### config.mk
export PLATFORM = sky130hd
export DESIGN_NAME = tt_strobe_sequencer_flat
export DESIGN_NICKNAME = d
export VERILOG_FILES = /design/src/rtl/tt_strobe_pkg.sv /design/src/rtl/tt_strobe_sequencer_if.sv /design/src/rtl/tt_strobe_timer.sv /design/src/rtl/tt_strobe_sequencer.sv /design/src/flat_wrapper.sv
export SDC_FILE = /design/constraint.sdc
export NUM_CORES = 1
export LEC_CHECK = 0
export ABC_AREA = 1
export BUFFER_PORTS_ARGS = -buffer_cell sky130_fd_sc_hd__buf_2
export CAP_MARGIN = 5
export CORE_MARGIN = 3
export CORE_UTILIZATION = 56
export DETAILED_ROUTE_END_ITERATION = 7
export GPL_TIMING_DRIVEN = 0
export PLACE_DENSITY = 0.86
export SKIP_CTS_REPAIR_TIMING = 1
export SLEW_MARGIN = 30
export SYNTH_ARGS = -nofsm -noshare
export SYNTH_HDL_FRONTEND = slang
export SYNTH_SLANG_ARGS = --single-unit
export TNS_END_PERCENT = 10
### constraint.sdc
create_clock -name clk -period 1.8 [get_ports clk]
set_input_delay 0.36 -clock clk [delete_from_list [all_inputs] [get_ports clk]]
set_output_delay 0.36 -clock clk [all_outputs]
set_load 0.01 [all_outputs]
### src/rtl/tt_strobe_pkg.sv
// Shared types and limits for the two-phase strobe sequencer.
package tt_strobe_pkg;

    typedef enum logic [2:0] {
        IDLE,
        SETUP,
        PHASE_A,
        GAP1,
        PHASE_B,
        GAP2,
        DONE
    } state_t;

    localparam int CNT_W_DEF   = 8;
    localparam int PULSE_W_MIN = 1;
    localparam int GAP_W_MIN   = 1;

endpackage

### src/rtl/tt_strobe_sequencer_if.sv
// Request/strobe/response bundle between requester, sequencer and responder.
// TT_STROBE_REPEAT_EN adds the burst_len request field.
interface tt_strobe_sequencer_if;
    logic       start;
    logic       sel_in;
    logic       resp_in;
    logic       sel_out;
    logic       phase_a;
    logic       phase_b;
    logic       busy;
    logic       done;
    logic       resp_a;
    logic       resp_b;
`ifdef TT_STROBE_REPEAT_EN
    logic [3:0] burst_len;
`endif

    modport master (
        input  start, sel_in, resp_in,
`ifdef TT_STROBE_REPEAT_EN
        input  burst_len,
`endif
        output sel_out, phase_a, phase_b, busy, done, resp_a, resp_b
    );

    modport slave (
        output start, sel_in, resp_in,
`ifdef TT_STROBE_REPEAT_EN
        output burst_len,
`endif
        input  sel_out, phase_a, phase_b, busy, done, resp_a, resp_b
    );
endinterface

### src/rtl/tt_strobe_timer.sv
// Loadable down-counter with terminal-count flag; holds when en is low.
module tt_strobe_timer #(
    parameter int CNT_W = 8
) (
    input  logic             clk,
    input  logic             rst_n,
    input  logic             en,
    input  logic             load,
    input  logic [CNT_W-1:0] load_val,
    output logic             zero
);
    logic [CNT_W-1:0] cnt;

    always_ff @(posedge clk) begin
        if (!rst_n) begin
            cnt <= '0;
        end else if (en) begin
            if (load)
                cnt <= load_val;
            else if (cnt != '0)
                cnt <= cnt - 1'b1;
        end
    end

    assign zero = (cnt == '0);
endmodule

### src/rtl/tt_strobe_sequencer.sv
// Two-phase strobe sequencer: latched select, non-overlapping phase_a/phase_b,
// response sampling and done pulse. TT_STROBE_REPEAT_EN enables burst repeats.
//
// state   | meaning
// IDLE    | waiting for start
// SETUP   | select settles before strobe A (GAP_W cycles)
// PHASE_A | phase_a high (PULSE_W cycles)
// GAP1    | non-overlap gap (GAP_W cycles)
// PHASE_B | phase_b high (PULSE_W cycles)
// GAP2    | hold time after strobe B (GAP_W cycles)
// DONE    | one-cycle completion pulse
module tt_strobe_sequencer
    import tt_strobe_pkg::*;
#(
    parameter int PULSE_W = 4,
    parameter int GAP_W   = 2,
    parameter int CNT_W   = CNT_W_DEF
) (
    input  logic                  clk,
    input  logic                  rst_n,
    input  logic                  ena,
    tt_strobe_sequencer_if.master bus
);
    if (PULSE_W < PULSE_W_MIN || GAP_W < GAP_W_MIN ||
        PULSE_W > (2**CNT_W - 1) || GAP_W > (2**CNT_W - 1)) begin : g_bad_param
        $error("tt_strobe_sequencer: PULSE_W/GAP_W out of range");
    end

    localparam logic [CNT_W-1:0] PULSE_LD = CNT_W'(PULSE_W - 1);
    localparam logic [CNT_W-1:0] GAP_LD   = CNT_W'(GAP_W - 1);

    state_t           state;
    logic             zero;
    logic             load;
    logic [CNT_W-1:0] load_val;
`ifdef TT_STROBE_REPEAT_EN
    logic [3:0]       iter_left;
`endif

    // Reload value is the length of the state being entered, minus one.
    always_comb begin
        load     = 1'b0;
        load_val = '0;
        case (state)
            IDLE:    begin load = bus.start; load_val = GAP_LD;   end
            SETUP:   begin load = zero;      load_val = PULSE_LD; end
            PHASE_A: begin load = zero;      load_val = GAP_LD;   end
            GAP1:    begin load = zero;      load_val = PULSE_LD; end
            PHASE_B: begin load = zero;      load_val = GAP_LD;   end
            GAP2:    begin load = zero;      load_val = GAP_LD;   end
            default: begin load = 1'b0;      load_val = '0;       end
        endcase
    end

    tt_strobe_timer #(.CNT_W(CNT_W)) u_timer (
        .clk      (clk),
        .rst_n    (rst_n),
        .en       (ena),
        .load     (load),
        .load_val (load_val),
        .zero     (zero)
    );

    always_ff @(posedge clk) begin
        if (!rst_n) begin
            state       <= IDLE;
            bus.sel_out <= 1'b0;
            bus.phase_a <= 1'b0;
            bus.phase_b <= 1'b0;
            bus.busy    <= 1'b0;
            bus.done    <= 1'b0;
            bus.resp_a  <= 1'b0;
            bus.resp_b  <= 1'b0;
`ifdef TT_STROBE_REPEAT_EN
            iter_left   <= '0;
`endif
        end else if (ena) begin
            case (state)
                IDLE: if (bus.start) begin
                    bus.sel_out <= bus.sel_in;
                    bus.busy    <= 1'b1;
                    state       <= SETUP;
`ifdef TT_STROBE_REPEAT_EN
                    iter_left   <= bus.burst_len;
`endif
                end
                SETUP: if (zero) begin
                    bus.phase_a <= 1'b1;
                    state       <= PHASE_A;
                end
                PHASE_A: if (zero) begin
                    bus.phase_a <= 1'b0;
                    bus.resp_a  <= bus.resp_in;
                    state       <= GAP1;
                end
                GAP1: if (zero) begin
                    bus.phase_b <= 1'b1;
                    state       <= PHASE_B;
                end
                PHASE_B: if (zero) begin
                    bus.phase_b <= 1'b0;
                    bus.resp_b  <= bus.resp_in;
                    state       <= GAP2;
                end
                GAP2: if (zero) begin
`ifdef TT_STROBE_REPEAT_EN
                    if (iter_left != '0) begin
                        iter_left   <= iter_left - 1'b1;
                        bus.sel_out <= ~bus.sel_out;
                        state       <= SETUP;
                    end else begin
                        bus.done <= 1'b1;
                        state    <= DONE;
                    end
`else
                    bus.done <= 1'b1;
                    state    <= DONE;
`endif
                end
                DONE: begin
                    bus.done <= 1'b0;
                    bus.busy <= 1'b0;
                    state    <= IDLE;
                end
                default: state <= IDLE;
            endcase
        end
    end
endmodule

### src/flat_wrapper.sv
// flat-port wrapper written by rule: the top's interface ports become plain ports
module tt_strobe_sequencer_flat import tt_strobe_pkg::*;
#(
    parameter int PULSE_W = 4,
    parameter int GAP_W   = 2,
    parameter int CNT_W   = CNT_W_DEF
)
  (clk, rst_n, ena, bus_start, bus_sel_in, bus_resp_in, bus_sel_out, bus_phase_a, bus_phase_b, bus_busy, bus_done, bus_resp_a, bus_resp_b);
  tt_strobe_sequencer_if bus_i ();
  input  logic clk;
  input  logic rst_n;
  input  logic ena;
  input wire logic [$bits(bus_i.start)-1:0] bus_start;
  input wire logic [$bits(bus_i.sel_in)-1:0] bus_sel_in;
  input wire logic [$bits(bus_i.resp_in)-1:0] bus_resp_in;
  output wire logic [$bits(bus_i.sel_out)-1:0] bus_sel_out;
  output wire logic [$bits(bus_i.phase_a)-1:0] bus_phase_a;
  output wire logic [$bits(bus_i.phase_b)-1:0] bus_phase_b;
  output wire logic [$bits(bus_i.busy)-1:0] bus_busy;
  output wire logic [$bits(bus_i.done)-1:0] bus_done;
  output wire logic [$bits(bus_i.resp_a)-1:0] bus_resp_a;
  output wire logic [$bits(bus_i.resp_b)-1:0] bus_resp_b;
  assign bus_i.start = bus_start;
  assign bus_i.sel_in = bus_sel_in;
  assign bus_i.resp_in = bus_resp_in;
  assign bus_sel_out = bus_i.sel_out;
  assign bus_phase_a = bus_i.phase_a;
  assign bus_phase_b = bus_i.phase_b;
  assign bus_busy = bus_i.busy;
  assign bus_done = bus_i.done;
  assign bus_resp_a = bus_i.resp_a;
  assign bus_resp_b = bus_i.resp_b;
  tt_strobe_sequencer #(.PULSE_W(PULSE_W), .GAP_W(GAP_W), .CNT_W(CNT_W)) u_core (.clk(clk), .rst_n(rst_n), .ena(ena), .bus(bus_i));
endmodule
==> results.cfg <==
[grt]
grt_max_degree = 11
track_usage_pct = 19.7
grt_pass1_wl_um = 3950
grt_pass1_vias = 983
antenna_found_initial = 0
overflow = 0

[place]
post_dp_cell_area_um2 = 1190
port_buffers = 10
globalplace.congestion = 0.853
dp_hpwl_um = 1710

[critical_path]
slowest_delay_ps = 310
worstSetupEndpointType = flip-flop
crit_path_frequent_cell = nand2_1
slowest_stage = dfxtp_1
start_kind = flip-flop
required_ps = 1990
critPathMaxFanout = 10
path_class = flip-flop to flip-flop
crit_arrival_ps = 1680
regToRegSetupSlack_ps = 320
crit_path_cell_trace = inv_1 > ha_1 > nand2_1 > nor2_4 > nand3_2 > nand2_2 > buf_6 > nand2_1 > nand2_1 > nor2_1

[floorplan]
row_count = 15
io_pins = 13
core_um2 = 1800
initial_core_util_pct = 61.4
die_y_um = 50.4
die_w_um = 50.4
die_area_um2 = 2540

[power]
power.density_nw_per_um2 = 923
p_int_mw = 0.708
seqPwrFrac_pct = 41.5
p_sw_share_pct = 37.3
power_leakage_nw = 0.596
clkPwrFrac_pct = 22.2
ir_worst_vdd_v = 0.000663
p_sw_mw = 0.422
comb_power_share_pct = 36.3

[synthesis]
synthArstFlopShare_pct = 0
synth_top_area_share_pct = 32.6
ys_ff_latch = 18
synth.avg_cell_area_um2 = 6.47
syn_nets = 179
synth_most_common_cell = nand2_1
synth.yosys.seq_area_share_pct = 32.6
synth.distinct_cells = 22
ys_top_cells_by_count = nand2_1, nor2_1, inv_1
ys.flop_type = dfxtp_1
synth_top_cell_by_area = dfxtp_1
synth_area_um2 = 1110
synth_cells = 171
yosys_warnings = 0
synthTopCellsByArea = dfxtp_1, nand2_1, nand3_1
synth_edf_count = 0

[routing]
dr.pass1.iters = 4
ant_nets = 0
drc = 0
drt-total-wl_um = 2170
wire_per_inst_um = 10.3
via_count = 1066
drt_iter0_drc = 19
vias_per_cell = 5.08

[finish]
drive_above_1_share_pct = 17.3
ff_latch_area_um2 = 360
final_area_um2 = 1220
synthToLayoutAreaGrowth_pct = 10.6
fill_cells = 168
final_nets = 194
fin_util_pct = 67.9
multi_input_area_um2 = 614
num_antenna_cells = 0

[timing]
tns_ps = 0
fin_crit_ps = 1480
hold_viol = 0
fin_skew_ps = 6.09
slew-limit-headroom_pct = 79.9
fmax_ghz = 0.674
setup_viol = 0
fin_crit_sh_pct = 82.5
tightest_slew_ps = 300
hold_ws_ps = 339
slew_viol_final = 0
rsz0062_at_grt = no

[clock_tree]
cts-root-buf = clkbuf_4
cts.sink_count = 18
clkTransAtPathRegs_ps = 100
cts_buffers = 3
cts_max_path_buffers = 2
cts_tree = yes
htree_levels = 1
clock_latency_ps = 290

[hold_path]
min_path_type = input pin to flip-flop

[status]
status = finished, final reports clean

[run]
cap_viol_max_count = 0
-- placed cells by master (no fill, tap or decap), drive strengths merged --
master and count:
buf 14, clkinv 1, inv 23, nor2 29
xor2 1, a21oi 11, o21ai 7, nand3 20
clkbuf 4, nor3 3, dfxtp 18, nand2 50
ha 2, nand4 2
-- flip-flops by register name (all words and copies together), names as in the netlist --
| register | count |
|---|---|
| u_core.bus.phase_b | 1 |
| u_core.bus.resp_a | 1 |
| u_core.bus.sel_out | 1 |
| u_core.bus.busy | 1 |
| u_core.state | 3 |
| u_core.bus.done | 1 |
| u_core.bus.resp_b | 1 |
| u_core.u_timer.cnt | 8 |
| u_core.bus.phase_a | 1 |
-- worst max-delay path, delay by kind of cell (launching register included) --
| kind | cells | cell delay [ps] |
|---|---|---|
| fa+ha+maj | 1 | 170 |
| buf+inv | 2 | 270 |
| flops | 1 | 310 |
| simple gates | 7 | 630 |
-- routing by layer --
layer	global-route usage (%)	wire [um]	up-vias	part of all wire (%)
met4	8.52	51	0	2.4
met3	3.56	46	6	2.1
met1	22.8	990	483	46
met2	35.2	1080	13	50
met5	0	0	-	0
li1	-	-	564	-
-- power by group through the flow --
stage | Clock [mW] | Sequential, mW | Combinational, mW
global placement | 0 | 0.478 | 0.392
finish | 0.250 | 0.469 | 0.410
CTS | 0.260 | 0.469 | 0.413
detailed placement | 0 | 0.478 | 0.411
global route | 0.272 | 0.474 | 0.477
floorplan | 0 | 0.475 | 0.336
-- through the flow --
stage                     power [mW]  instances  worst slack, ps
after floorplan                0.810        171              480
after global placement         0.870        206              359
after detailed placement       0.890        206              317
after CTS                       1.14        210              300
after global routing            1.22        210              156
final                           1.13        210              316
-- area by class of cell --
class | instances | area share (%)
inverter | 24 | 7.36
sequential | 18 | 29.4
clock buffer | 4 | 2.97
timing repair buffer | 10 | 4.09
buffer | 4 | 3.37
multi-input combinational | 125 | 50.2
tap | 25 | 2.56
-- kinds of logic (layout without fill, tap and decap cells) --
family                     after synthesis  in the layout  share of synthesized area [%]
AOI/OAI and AO/OA                       18             18                           8.48
xor gates and xnor gates                 1              1                          0.792
adders and majority gates                2              2                           2.26
buffers and inverters                   28             42                           11.9
DFF                                     18             18                           32.6
and+or+nand+nor                        104            104                           44.0
-- final timing paths --
check | start | to | cells after the start
max reg2reg | u_core.u_timer.cnt[0]$_SDFFE_PN0P_ | u_core.u_timer.cnt[0]$_SDFFE_PN0P_ | 10
max | u_core.u_timer.cnt[0]$_SDFFE_PN0P_ | u_core.u_timer.cnt[0]$_SDFFE_PN0P_ | 10
min reg2reg | u_core.bus.sel_out$_SDFFE_PN0P_ | u_core.bus.sel_out$_SDFFE_PN0P_ | 2
min | bus_resp_in | u_core.bus.resp_b$_SDFFE_PN0P_ | 3
Note: power is estimated with default switching activity, not from simulation.
